File: src/rtl/minmax_pkg.sv
// Shared types and width helpers for the minmax_stream block.
// Latency: none (types and constant functions only).
// Backpressure: not applicable.
package minmax_pkg;

  typedef enum logic [1:0] {
    IDLE  = 2'd0,
    ACCUM = 2'd1,
    HOLD  = 2'd2
  } state_t;

  // Width of a sample counter that must hold the values 1..n.
  function automatic int cw_of(input int n);
    return $clog2(n + 1);
  endfunction

  // Width of a 0-based position within a frame of up to n samples.
  function automatic int iw_of(input int n);
    return (n < 2) ? 1 : $clog2(n);
  endfunction

endpackage

File: src/rtl/minmax_stream_if.sv
// Sample-in / result-out bundle for minmax_stream; index fields exist only with MINMAX_IDX_EN.
// Latency: none (wiring only).
// Backpressure: in_valid/in_ready on the sample side, out_valid/out_ready on the result side.
interface minmax_stream_if
  import minmax_pkg::*;
#(
  parameter int W = 20,
  parameter int N = 16
);
  localparam int CW = cw_of(N);
  localparam int IW = iw_of(N);

  logic          in_valid;
  logic          in_ready;
  logic [W-1:0]  in_data;
  logic          in_last;
  logic          out_valid;
  logic          out_ready;
  logic [W-1:0]  out_max;
  logic [W-1:0]  out_min;
  logic [CW-1:0] out_count;
`ifdef MINMAX_IDX_EN
  logic [IW-1:0] out_max_idx;
  logic [IW-1:0] out_min_idx;
`endif

  // Producer of samples and consumer of results.
  modport master (
    output in_valid, in_data, in_last, out_ready,
    input  in_ready, out_valid, out_max, out_min, out_count
`ifdef MINMAX_IDX_EN
    , input out_max_idx, out_min_idx
`endif
  );

  // The min/max tracker itself.
  modport slave (
    input  in_valid, in_data, in_last, out_ready,
    output in_ready, out_valid, out_max, out_min, out_count
`ifdef MINMAX_IDX_EN
    , output out_max_idx, out_min_idx
`endif
  );

endinterface

File: src/rtl/minmax_cmp.sv
// Combinational magnitude comparator, signed or unsigned by parameter.
// Latency: combinational.
// Backpressure: not applicable.
module minmax_cmp #(
  parameter int W      = 20,
  parameter int SIGNED = 0
) (
  input  logic [W-1:0] a,
  input  logic [W-1:0] b,
  output logic         a_gt_b,
  output logic         a_lt_b
);

  generate
    if (SIGNED != 0) begin : g_signed
      assign a_gt_b = $signed(a) > $signed(b);
      assign a_lt_b = $signed(a) < $signed(b);
    end else begin : g_unsigned
      assign a_gt_b = a > b;
      assign a_lt_b = a < b;
    end
  endgenerate

endmodule

File: src/rtl/minmax_stream.sv
// Streaming frame min/max tracker; optional extreme positions under MINMAX_IDX_EN.
// Latency: result valid the cycle after the last sample is accepted; one sample/cycle within a frame.
// Backpressure: in_ready drops while a result is held; result held stable until out_ready.
module minmax_stream
  import minmax_pkg::*;
#(
  parameter int W      = 20,
  parameter int N      = 16,
  parameter int SIGNED = 0
) (
  input  logic            clk,
  input  logic            rst_n,
  minmax_stream_if.slave  bus
);

  localparam int CW = cw_of(N);
  localparam int IW = iw_of(N);

  state_t        state;
  logic          in_ready_r;
  logic          out_valid_r;
  logic [W-1:0]  max_r;
  logic [W-1:0]  min_r;
  logic [CW-1:0] cnt_r;
  logic          gt_max;
  logic          lt_min;
  logic          unused_cmp;
  logic          max_lt_unused;
  logic          min_gt_unused;
  logic          frame_full;

`ifdef MINMAX_IDX_EN
  logic [IW-1:0] max_idx_r;
  logic [IW-1:0] min_idx_r;
  logic [IW-1:0] pos;

  // In ACCUM the running count equals the position of the incoming sample.
  assign pos = cnt_r[IW-1:0];
  assign bus.out_max_idx = max_idx_r;
  assign bus.out_min_idx = min_idx_r;
`endif

  minmax_cmp #(.W(W), .SIGNED(SIGNED)) u_cmp_max (
    .a      (bus.in_data),
    .b      (max_r),
    .a_gt_b (gt_max),
    .a_lt_b (max_lt_unused)
  );

  minmax_cmp #(.W(W), .SIGNED(SIGNED)) u_cmp_min (
    .a      (bus.in_data),
    .b      (min_r),
    .a_gt_b (min_gt_unused),
    .a_lt_b (lt_min)
  );

  assign unused_cmp = max_lt_unused ^ min_gt_unused;

  // The incoming sample sits at position N-1, so it closes the frame regardless of in_last.
  assign frame_full = (cnt_r == CW'(N - 1));

  assign bus.in_ready  = in_ready_r;
  assign bus.out_valid = out_valid_r;
  assign bus.out_max   = max_r;
  assign bus.out_min   = min_r;
  assign bus.out_count = cnt_r;

  // Frame FSM: seed on the first sample, fold in later ones, hold the result until taken.
  always_ff @(posedge clk or negedge rst_n) begin
    if (!rst_n) begin
      state       <= IDLE;
      in_ready_r  <= 1'b1;
      out_valid_r <= 1'b0;
      max_r       <= '0;
      min_r       <= '0;
      cnt_r       <= '0;
`ifdef MINMAX_IDX_EN
      max_idx_r   <= '0;
      min_idx_r   <= '0;
`endif
    end else begin
      case (state)
        IDLE: begin
          if (bus.in_valid) begin
            max_r <= bus.in_data;
            min_r <= bus.in_data;
            cnt_r <= CW'(1);
`ifdef MINMAX_IDX_EN
            max_idx_r <= '0;
            min_idx_r <= '0;
`endif
            if (bus.in_last) begin
              state       <= HOLD;
              in_ready_r  <= 1'b0;
              out_valid_r <= 1'b1;
            end else begin
              state <= ACCUM;
            end
          end
        end
        ACCUM: begin
          if (bus.in_valid) begin
            // Strict comparisons: on a tie the earlier position is kept.
            if (gt_max) begin
              max_r <= bus.in_data;
`ifdef MINMAX_IDX_EN
              max_idx_r <= pos;
`endif
            end
            if (lt_min) begin
              min_r <= bus.in_data;
`ifdef MINMAX_IDX_EN
              min_idx_r <= pos;
`endif
            end
            cnt_r <= cnt_r + CW'(1);
            if (bus.in_last || frame_full) begin
              state       <= HOLD;
              in_ready_r  <= 1'b0;
              out_valid_r <= 1'b1;
            end
          end
        end
        HOLD: begin
          if (bus.out_ready) begin
            state       <= IDLE;
            in_ready_r  <= 1'b1;
            out_valid_r <= 1'b0;
          end
        end
        default: begin
          state       <= IDLE;
          in_ready_r  <= 1'b1;
          out_valid_r <= 1'b0;
        end
      endcase
    end
  end

endmodule

File: src/flat_wrapper.sv
// flat-port wrapper written by rule: the top's interface ports become plain ports
module minmax_stream_flat import minmax_pkg::*;
#(
  parameter int W      = 20,
  parameter int N      = 16,
  parameter int SIGNED = 0
)
  (clk, rst_n, bus_in_valid, bus_in_data, bus_in_last, bus_out_ready, bus_in_ready, bus_out_valid, bus_out_max, bus_out_min, bus_out_count);
  minmax_stream_if #(.W(W), .N(N)) bus_i ();
  input  logic clk;
  input  logic rst_n;
  input wire logic [$bits(bus_i.in_valid)-1:0] bus_in_valid;
  input wire logic [$bits(bus_i.in_data)-1:0] bus_in_data;
  input wire logic [$bits(bus_i.in_last)-1:0] bus_in_last;
  input wire logic [$bits(bus_i.out_ready)-1:0] bus_out_ready;
  output wire logic [$bits(bus_i.in_ready)-1:0] bus_in_ready;
  output wire logic [$bits(bus_i.out_valid)-1:0] bus_out_valid;
  output wire logic [$bits(bus_i.out_max)-1:0] bus_out_max;
  output wire logic [$bits(bus_i.out_min)-1:0] bus_out_min;
  output wire logic [$bits(bus_i.out_count)-1:0] bus_out_count;
  assign bus_i.in_valid = bus_in_valid;
  assign bus_i.in_data = bus_in_data;
  assign bus_i.in_last = bus_in_last;
  assign bus_i.out_ready = bus_out_ready;
  assign bus_in_ready = bus_i.in_ready;
  assign bus_out_valid = bus_i.out_valid;
  assign bus_out_max = bus_i.out_max;
  assign bus_out_min = bus_i.out_min;
  assign bus_out_count = bus_i.out_count;
  minmax_stream #(.W(W), .N(N), .SIGNED(SIGNED)) u_core (.clk(clk), .rst_n(rst_n), .bus(bus_i));
endmodule
File: config.mk
export PLATFORM = sky130hd
export DESIGN_NAME = minmax_stream_flat
export DESIGN_NICKNAME = d
export VERILOG_FILES = /design/src/rtl/minmax_pkg.sv /design/src/rtl/minmax_stream_if.sv /design/src/rtl/minmax_cmp.sv /design/src/rtl/minmax_stream.sv /design/src/flat_wrapper.sv
export SDC_FILE = /design/constraint.sdc
export NUM_CORES = 1
export LEC_CHECK = 0
export CELL_PAD_IN_SITES_DETAIL_PLACEMENT = 0
export CELL_PAD_IN_SITES_GLOBAL_PLACEMENT = 1
export CORE_MARGIN = 5
export CORE_UTILIZATION = 35
export CTS_CLUSTER_SIZE = 24
export DETAILED_ROUTE_END_ITERATION = 6
export PLACE_DENSITY = 0.73
export SLEW_MARGIN = 40
export SYNTH_ARGS = -nofsm -noshare
export SYNTH_HDL_FRONTEND = slang
export SYNTH_SLANG_ARGS = --single-unit
File: constraint.sdc
create_clock -name clk -period 2.2 [get_ports clk]
set_clock_uncertainty 0.1 [all_clocks]
set_input_delay 0.33 -clock clk [delete_from_list [all_inputs] [get_ports clk]]
set_output_delay 0.33 -clock clk [all_outputs]
set_load 0.005 [all_outputs]
==> results.py <==
metrics = {
    "worst_setup_path": {
        "critical_path.top_delay_family": "compound AO/OA/AOI/OAI gates",
        "crit_path_start_kind": "register",
        "end_kind": "register",
        "critical_path_class": "reg -> reg",
        "cp_max_fo": 6,
        "cp_slowest_cell": "a2111o_1",
        "max_stage_delay_ps": 420,
        "crit_path_cell_trace": "inv_2 -> ha_4 -> and3_4 -> nand4_1 -> a2111o_1 -> a211oi_4 -> buf_6 -> buf_8 -> mux2_4",
        "crit_required_ps": 2290,
        "path_buf_inv": 3,
        "arrival_ps": 2600,
        "r2r_slack_ps": -310,
    },
    "synthesis": {
        "synth_edf_count": 0,
        "synth_top_family_by_area": "multiplexers",
        "synthTopCellsByArea": "dfrtp_1 (40%), ha_1 (17%), mux2_4 (9.9%)",
        "synth_warnings": 0,
        "yosys.area.top_type": "dfrtp_1",
        "synth_compound_area_share_pct": 10.5,
        "yosys.area_share.simple_pct": 7.21,
        "syn_area_per_cell_sq_um": 11.2,
        "yosysSeqAreaShare_pct": 40.7,
        "synth_common_cells": "dfrtp_1 (48), inv_1 (44), ha_1 (41)",
        "synth_seq_cells": 49,
        "synth_ff_type": "dfrtp_1",
        "syn_area_sq_um": 3020,
        "synth_top_area_share_pct": 39.8,
        "yosysMostFrequentCell": "dfrtp_1",
        "synth_fp_nets": 336,
        "synth-xor-area-share_pct": 0,
        "synthMuxAreaShare_pct": 17.7,
        "async_flop_share_pct": 100,
        "synth.distinct_cells": 38,
        "synth_adder_area_share_pct": 17.0,
        "synthCells": 270,
    },
    "timing": {
        "fin_tns_setup_ps": -7660,
        "setup_viol_count_final": 40,
        "clock.fmax_mhz": 398,
        "finalCriticalPeriod_ps": 2510,
        "worstMarginPinSlew_ps": 413,
        "setup_slack_ps": -311,
        "maxSlewHeadroom_pct": 72.5,
        "hold_ws_ps": 375,
        "fin_crit_sh_pct": 114,
        "final_max_slew_viol_count": 0,
        "hold_viol_final": 0,
        "grt_setup_unrepaired": "true",
    },
    "floorplanning": {
        "die_w_um": 103,
        "die_area_sq_um": 10600,
        "core-area_sq_um": 8300,
        "io_pins": 72,
        "die_h_um": 103,
        "rows": 33,
        "start_util_pct": 36.4,
    },
    "routing": {
        "initialDrtViolationCount": 38,
        "dr.pass1.iters": 6,
        "drt-wirelength-per-cell_um": 15.6,
        "via_per_inst": 4.77,
        "ant_nets": 0,
        "routed-via-count": 2500,
        "drc_errors": 0,
        "drt_wl_total_um": 8170,
    },
    "power_and_ir_drop": {
        "finalPower_mw": 5.19,
        "power.density_nw_per_um2": 1080,
        "ir_drop_v": 0.000565,
        "p_int_mw": 3.53,
        "switching_share_pct": 32.0,
        "power.switching_mw": 1.66,
        "comb_power_share_pct": 59.2,
        "p_leak_nw": 2.38,
        "p_seq_share_pct": 27.5,
        "pwr-share-clk_pct": 13.3,
    },
    "layout": {
        "area_growth_pct": 59.3,
        "fin_nets": 484,
        "drive_above_1_share_pct": 37.7,
        "antennaDiodeCount": 0,
        "instances_no_fill": 524,
    },
    "place": {
        "place_inst": 503,
        "gp_congestion": 0.754,
        "io_buffer_count": 71,
        "hpwl_um": 5830,
    },
    "grt": {
        "overflow": 0,
        "grtUsageTotal_pct": 16.2,
        "grt_max_degree": 19,
        "grt_antenna_before_repair": 0,
        "grt_pass1_wl_um": 13100,
        "grt_pass1_vias": 2673,
    },
    "clock_network": {
        "cts_buffers": 5,
        "tritoncts": "built",
        "root_buffer": "clkbuf_8",
        "cts_max_level": 2,
        "clockBufferDepth": 2,
        "path_clk_slew_ps": 100,
        "cts.sinks": 49,
        "insertion_delay_ps": 300,
    },
    "job": {
        "max_cap_viol_count": 0,
    },
    "run_status": {
        "violations": "negative setup slack",
        "status": "finished with violations",
    },
    "hold_path": {
        "min_path_type": "in -> async",
    },
}
power by group through the flow:
stage	sequential [mW]	clock, mW	combinational (mW)
floorplan	1.49	0	1.20
finish	1.43	0.689	3.07
global route	1.47	0.739	3.35
CTS	1.42	0.710	3.10
detailed placement	1.43	0	2.75
global placement	1.43	0	2.71
worst paths after layout:
kind,startpoint,to,cells past startpoint
max,u_core.bus.out_max[13]$_DFFE_PN0P_,u_core.bus.out_max[2]$_DFFE_PN0P_,9
min,rst_n,u_core.bus.out_valid$_DFFE_PN0P_,2
max reg2reg,u_core.bus.out_max[13]$_DFFE_PN0P_,u_core.bus.out_max[2]$_DFFE_PN0P_,9
min reg2reg,u_core.bus.in_ready$_DFFE_PN1P_,u_core.bus.in_ready$_DFFE_PN1P_,2
max in group asynchronous,rst_n,u_core.bus.out_max[6]$_DFFE_PN0P_,3
min in group clk,bus_in_data[3],u_core.bus.out_min[3]$_DFFE_PN0P_,2
cells by family (layout without fill, tap and decap cells):
group	count (synthesis)	after routing
fa+ha+maj	41	41
compound gates	46	46
mux	41	41
buf+inv	50	199
flops	49	49
simple gates	43	43
metrics by stage:
stage / cell area [sq um] / util, % / worst slack (ps)
global placement: 4360 / 52.6 / -788
finish: 4810 / 57.9 / -311
floorplan: 3080 / - / -109
global route: 4810 / 57.9 / -378
detailed placement: 4360 / 52.6 / -786
CTS: 4810 / 58.0 / -328
registers in the layout, indices dropped and copies added, names as in the netlist:
| signal | count |
|---|---|
| u_core.bus.out_count | 5 |
| u_core.bus.out_valid | 1 |
| u_core.bus.out_max | 20 |
| u_core.bus.out_min | 20 |
| u_core.state | 2 |
| u_core.bus.in_ready | 1 |
per-layer routing:
metal	vias to the layer above	wire length, um	global-route usage (%)
met5	-	0	0
met4	0	93	4.18
met3	4	273	2.71
met2	41	4010	27.7
met1	1213	3790	21.4
li1	1242	-	-
layout make-up:
type / count / area, sq um
clock buffer: 7 / 86.3
multi-input combinational: 171 / 1850
tap: 105 / 131
clock inverter: 1 / 30.0
fill: 746 / 3490
timing repair buffer: 147 / 1320
inverter: 44 / 165
sequential: 49 / 1230
layout by cell type, fill, tap and decap left out, types with 3 or more instances in the layout:
cell             instances
a211oi_2                 3
clkdlybuf4s50_1         52
o211ai_1                 4
a21oi_1                 12
inv_2                    8
nor2_1                   7
o21ai_0                 10
a21o_1                   5
clkbuf_8                 6
ha_4                    10
nand2_1                 13
buf_6                    4
mux2_4                  39
buf_4                   67
dfrtp_1                 48
inv_1                   36
dlygate4sd2_1           18
nand3_1                  7
nand4_1                  4
ha_1                    30
what timing repair did:
action                     CTS  global route
hold endpoints to repair    15             0
pin swaps                   22            14
cloned                       4             0
gates resized for setup     65             8
hold buffers                 1             0
setup buffers                9             3
setup endpoints to repair   40            40
(Power assumes the default switching activity.)
